`src/rtl/instruction_feeder_if.sv`:
```
// instruction_feeder_if: host/processor-side signal bundle for the instruction feeder.
interface instruction_feeder_if #(parameter int DEPTH = 16);
    localparam int AW = $clog2(DEPTH);
    logic          Load;
    logic [AW-1:0] LoadAddr;
    logic [8:0]    LoadData;
    logic [AW:0]   Length;
    logic          Start;
    logic          Done;
    logic [8:0]    DIN;
    logic          Run;
    logic          Busy;
    logic          Finished;
    logic          Error;
    logic [AW:0]   InstrCount;
    modport master (
        output Load, LoadAddr, LoadData, Length, Start, Done,
        input  DIN, Run, Busy, Finished, Error, InstrCount
    );
    modport slave (
        input  Load, LoadAddr, LoadData, Length, Start, Done,
        output DIN, Run, Busy, Finished, Error, InstrCount
    );
endinterface

```
`src/rtl/instruction_feeder.sv`:
```
// instruction_feeder: replays a loaded 9-bit program to a processor, one instruction per Done,
// with a per-instruction Done timeout and a missing-immediate check.
module instruction_feeder #(
    parameter int DEPTH   = 16,
    parameter int TIMEOUT = 64
) (
    input logic Clock,
    input logic Reset,
    instruction_feeder_if.slave bus
);
    localparam int AW = $clog2(DEPTH);
    localparam int TW = $clog2(TIMEOUT + 1);
    localparam logic [2:0] S_IDLE   = 3'd0;
    localparam logic [2:0] S_ISSUE  = 3'd1;
    localparam logic [2:0] S_IMM    = 3'd2;
    localparam logic [2:0] S_WAIT   = 3'd3;
    localparam logic [2:0] S_FINISH = 3'd4;
    localparam logic [2:0] S_ERROR  = 3'd5;

    logic [2:0]    r_state, w_next;
    logic [AW:0]   r_pc, w_pc, r_len, w_len, r_cnt, w_cnt;
    logic [TW-1:0] r_tmo, w_tmo;
    logic [8:0]    r_mem [DEPTH];
    logic [AW:0]   w_len_eff, w_pc_inc;
    logic [8:0]    w_word, w_word_inc;
    logic          w_busy;

    // An mvi as the last word has no immediate to follow it, so it is refused before issue.
    function automatic logic [2:0] decide(input logic [AW:0] p, input logic [AW:0] l, input logic [8:0] wd);
        return (p == l) ? S_FINISH : (wd[8:6] == 3'b001 && p + 1'b1 == l) ? S_ERROR : S_ISSUE;
    endfunction

    assign w_len_eff  = (bus.Length > (AW+1)'(DEPTH)) ? (AW+1)'(DEPTH) : bus.Length;
    assign w_pc_inc   = r_pc + 1'b1;
    assign w_word     = r_mem[r_pc[AW-1:0]];
    assign w_word_inc = r_mem[w_pc_inc[AW-1:0]];
    assign w_busy     = r_state == S_ISSUE || r_state == S_IMM || r_state == S_WAIT;

    always_comb begin
        w_next = r_state;
        w_pc   = r_pc;
        w_len  = r_len;
        w_cnt  = r_cnt;
        w_tmo  = r_tmo;
        case (r_state)
            S_IDLE, S_ERROR: if (bus.Start) begin
                w_len  = w_len_eff;
                w_pc   = '0;
                w_cnt  = '0;
                w_next = decide('0, w_len_eff, r_mem[0]);
            end
            S_ISSUE: begin
                w_pc   = w_pc_inc;
                w_tmo  = '0;
                w_next = (w_word[8:6] == 3'b001) ? S_IMM : S_WAIT;
            end
            S_IMM: begin
                w_pc   = w_pc_inc;
                w_cnt  = bus.Done ? r_cnt + 1'b1 : r_cnt;
                w_next = bus.Done ? decide(w_pc_inc, r_len, w_word_inc) : S_WAIT;
            end
            S_WAIT: if (bus.Done) begin
                w_cnt  = r_cnt + 1'b1;
                w_next = decide(r_pc, r_len, w_word);
            end else if (r_tmo == TW'(TIMEOUT - 1)) begin
                w_next = S_ERROR;
            end else begin
                w_tmo = r_tmo + 1'b1;
            end
            default: w_next = S_IDLE;
        endcase
    end

    always_ff @(posedge Clock or posedge Reset) begin
        if (Reset) begin
            r_state <= S_IDLE;
            r_pc    <= '0;
            r_len   <= '0;
            r_cnt   <= '0;
            r_tmo   <= '0;
        end else begin
            r_state <= w_next;
            r_pc    <= w_pc;
            r_len   <= w_len;
            r_cnt   <= w_cnt;
            r_tmo   <= w_tmo;
        end
    end

    // Program buffer survives reset on purpose so a re-Start replays it.
    always_ff @(posedge Clock) begin
        if (bus.Load && !w_busy)
            r_mem[bus.LoadAddr] <= bus.LoadData;
    end

    assign bus.DIN        = (r_state == S_ISSUE || r_state == S_IMM) ? w_word : '0;
    assign bus.Run        = r_state == S_ISSUE;
    assign bus.Busy       = w_busy;
    assign bus.Finished   = r_state == S_FINISH;
    assign bus.Error      = r_state == S_ERROR;
    assign bus.InstrCount = r_cnt;
endmodule

```
`src/flat_wrapper.sv`:
```
// flat-port wrapper written by rule: the top's interface ports become plain ports
module instruction_feeder_flat 
#(
    parameter int DEPTH   = 16,
    parameter int TIMEOUT = 64
)
  (Clock, Reset, bus_Load, bus_LoadAddr, bus_LoadData, bus_Length, bus_Start, bus_Done, bus_DIN, bus_Run, bus_Busy, bus_Finished, bus_Error, bus_InstrCount);
  instruction_feeder_if #(.DEPTH(DEPTH)) bus_i ();
  input logic Clock;
  input logic Reset;
  input wire logic [$bits(bus_i.Load)-1:0] bus_Load;
  input wire logic [$bits(bus_i.LoadAddr)-1:0] bus_LoadAddr;
  input wire logic [$bits(bus_i.LoadData)-1:0] bus_LoadData;
  input wire logic [$bits(bus_i.Length)-1:0] bus_Length;
  input wire logic [$bits(bus_i.Start)-1:0] bus_Start;
  input wire logic [$bits(bus_i.Done)-1:0] bus_Done;
  output wire logic [$bits(bus_i.DIN)-1:0] bus_DIN;
  output wire logic [$bits(bus_i.Run)-1:0] bus_Run;
  output wire logic [$bits(bus_i.Busy)-1:0] bus_Busy;
  output wire logic [$bits(bus_i.Finished)-1:0] bus_Finished;
  output wire logic [$bits(bus_i.Error)-1:0] bus_Error;
  output wire logic [$bits(bus_i.InstrCount)-1:0] bus_InstrCount;
  assign bus_i.Load = bus_Load;
  assign bus_i.LoadAddr = bus_LoadAddr;
  assign bus_i.LoadData = bus_LoadData;
  assign bus_i.Length = bus_Length;
  assign bus_i.Start = bus_Start;
  assign bus_i.Done = bus_Done;
  assign bus_DIN = bus_i.DIN;
  assign bus_Run = bus_i.Run;
  assign bus_Busy = bus_i.Busy;
  assign bus_Finished = bus_i.Finished;
  assign bus_Error = bus_i.Error;
  assign bus_InstrCount = bus_i.InstrCount;
  instruction_feeder #(.DEPTH(DEPTH), .TIMEOUT(TIMEOUT)) u_core (.Clock(Clock), .Reset(Reset), .bus(bus_i));
endmodule
```
`config.mk`:
```
export PLATFORM = sky130hd
export DESIGN_NAME = instruction_feeder_flat
export DESIGN_NICKNAME = d
export VERILOG_FILES = /design/src/rtl/instruction_feeder_if.sv /design/src/rtl/instruction_feeder.sv /design/src/flat_wrapper.sv
export SDC_FILE = /design/constraint.sdc
export NUM_CORES = 1
export LEC_CHECK = 0
export CAP_MARGIN = 30
export CORE_AREA = 2 2 151 153
export DETAILED_ROUTE_END_ITERATION = 7
export DIE_AREA = 0 0 153 155
export PLACE_DENSITY_LB_ADDON = 0.1
export SLEW_MARGIN = 20
export SYNTH_ARGS = -nofsm -noshare
export SYNTH_HDL_FRONTEND = slang
export SYNTH_SLANG_ARGS = --single-unit
```
`constraint.sdc`:
```
create_clock -name Clock -period 9.2 [get_ports Clock]
set_input_delay 2.76 -clock Clock [delete_from_list [all_inputs] [get_ports Clock]]
set_output_delay 2.76 -clock Clock [all_outputs]
set_load 0.005 [all_outputs]
```
==> metrics.yaml <==
status: "completed"
maxSlewViolCount: 0
reg2reg_slack_ns: 6.17
synthesis.area_um2: 7609
via_count: 4480
clock_latency_ns: 0.43
firstDrtPassIters: 4
synth.distinct_cells: 62
critPathLaunchType: "flop"
place_congestion: 0.7897
dieArea_um2: 23720
drive_above_1_share_pct: 19.36
finalSetupTns_ns: 0
ys.flop_type: "edfxtp_1"
utilization_pct: 40.75
max_slew_margin_pct: 40.55
fin_skew_ns: 0.01632
final_cells: 848
seq_area_frac_synth_pct: 65.06
wirelength_um: 18260
antenna_cells: 0
cts-root-buf: "clkbuf_16"
synth.largest_area_cell: "edfxtp_1"
cts_buffer_depth: 2
ir_drop_mv: 0.1231
ys_ff_latch: 169
cts_num_sinks: 169
p_leak_uw: 0.002982
syn_avg_cell_area_um2: 15.37
grt_pass1_vias: 4625
synth_common_cells: "edfxtp_1 (144), nor2_1 (46), mux4_2 (43)"
core_um2: 22230
worst_pin_slew_ns: 0.8908
ant_nets: 0
grt_overflow: 0
synthDominantCellAreaShare_pct: 56.83
dp.cells: 814
wl_per_cell_um: 21.54
grt_max_degree: 63
hold_ws_ns: 0.5138
synth_area_leaders: "edfxtp_1 (57%), mux4_2 (13%), dfrtp_1 (8.2%)"
yosysMostFrequentCell: "edfxtp_1"
arrival_ns: 3.05
netlist_instances: 495
placed_cell_area_um2: 8421
tritoncts: "built"
finish.instance_area_um2: 9057
min_path_type: "flop to flop"
areaGrowthSynthToFinish_pct: 19.04
yosysWarnings: 0
setup-violations-final: 0
clk_pin_slew_ns: 0.07
synth_edf_count: 144
cts.repair.resized: 0
p_per_area_nw_per_um2: 269.4
fp-row-count: 55
drt_iter0_drc: 332
crit_path_max_fanout: 41
portBuffers: 40
cts_setup_buffers: 0
die_w_um: 153
die_y_um: 155
async_flop_share_pct: 14.79
numCtsBuffers: 17
finalHoldViolCount: 0
rsz0062_at_grt: "no"
gr-usage-all-layers_pct: 15.82
fmax_ghz: 0.1720
vias_per_cell: 5.283
grt_first_pass_wirelength_um: 27860
htree_levels: 4
io_pins: 41
synth_fp_nets: 522
cts_hold_buf: 0
end_kind: "output pin"
dp_hpwl_um: 12070
nNetsFinal: 577
maxCapViolations: 0
antenna_found_initial: 0
fin_crit_ns: 5.813
drc_errors: 0
path_class: "flop to output pin"
period_share_pct: 63.18
required_ns: 6.44
start_util_pct: 34.23
## sequential cells by signal, indices dropped and copies added (netlist names)
| signal | flops |
|---|---|
| u_core.r_len | 5 |
| u_core.bus.InstrCount | 5 |
| u_core.r_state | 3 |
| u_core.r_mem | 144 |
| u_core.r_pc | 5 |
| u_core.r_tmo | 7 |
## path summary, 6_finish.rpt
path / from / to / cells past startpoint
min in group asynchronous: Reset / u_core.r_tmo[5]$_DFFE_PP0P_ / 2
hold / removal: u_core.r_tmo[6]$_DFFE_PP0P_ / u_core.r_tmo[6]$_DFFE_PP0P_ / 2
max in group asynchronous: Reset / u_core.r_pc[0]$_DFFE_PP0P_ / 3
hold reg to reg: u_core.r_tmo[6]$_DFFE_PP0P_ / u_core.r_tmo[6]$_DFFE_PP0P_ / 2
setup / recovery: u_core.r_pc[0]$_DFFE_PP0P_ / bus_DIN[2] / 5
setup reg to reg: u_core.r_state[1]$_DFFE_PP0P_ / u_core.r_mem[8][6]$_DFFE_PP_ / 6
## report_power, final
part / leakage, µW / internal [µW] / total (µW) / switching [µW]
combinational: 0.00107 / 395 / 748 / 353
clock: 0.000291 / 390 / 724 / 334
sequential: 0.00162 / 875 / 969 / 94.0
total: 0.00298 / 1660 / 2440 / 781
## cell families after synthesis
kind of cell,count (synthesis),share of synthesized area [%]
compound gates,67,5.953
xor+xnor,20,2.401
fa+ha+maj,4,0.6578
buf+inv,37,2.236
flops,169,65.06
mux,48,13.40
simple gates,150,10.29
## area by class of cell
type                    instances  area (µm²)
fillers                      2025       13170
repair buffers                 62       601.8
clock inverters                14       175.2
well taps                     285       356.6
clock buffers                  18       429.2
inverters                      11       41.29
multi-input cells             289        2499
flip-flops and latches        169        4955
## worst max-delay path, stage by stage, from the launching register on
cell and delay (ns):
dfrtp_4 0.69, buf_16 0.30, mux4_2 0.54, mux4_2 0.45, nor2b_1 0.16, clkdlybuf4s50_1 0.48
## layer usage
layer | up-vias | wire (µm) | part of all wire, % | GRT usage, %
met1 | 2294 | 8255 | 45 | 20.75
met5 | - | 0 | 0 | 0
met3 | 14 | 650 | 3.6 | 3.649
met2 | 115 | 9158 | 50 | 26.59
met4 | 0 | 201 | 1.1 | 4.409
li1 | 2057 | - | - | -
## per-stage QoR
stage,setup slack (ns),total power [µW]
after CTS,3.147,2457
after floorplan,4.275,1501
after global placement,3.604,1709
after detailed placement,3.612,1729
after global routing,3.217,2574
final,3.387,2440
## placed cells by master (no fill, tap or decap), types with 7 or more instances in the layout
cell type / Yosys / routed
a21oi_1: 12 / 12
a31oi_1: 8 / 8
and3_1: 7 / 7
buf_4: 1 / 15
clkbuf_16: 0 / 17
clkdlybuf4s50_1: 0 / 40
dfrtp_1: 25 / 23
edfxtp_1: 144 / 144
inv_1: 9 / 9
mux4_2: 43 / 43
nand2_1: 24 / 24
nand2b_1: 10 / 10
nand3_1: 11 / 11
nor2_1: 46 / 44
nor2b_1: 12 / 12
nor4b_1: 8 / 8
o21ai_0: 13 / 13
xnor2_1: 10 / 10
xor2_1: 9 / 9
No activity file was read; power rests on OpenSTA's default activity.
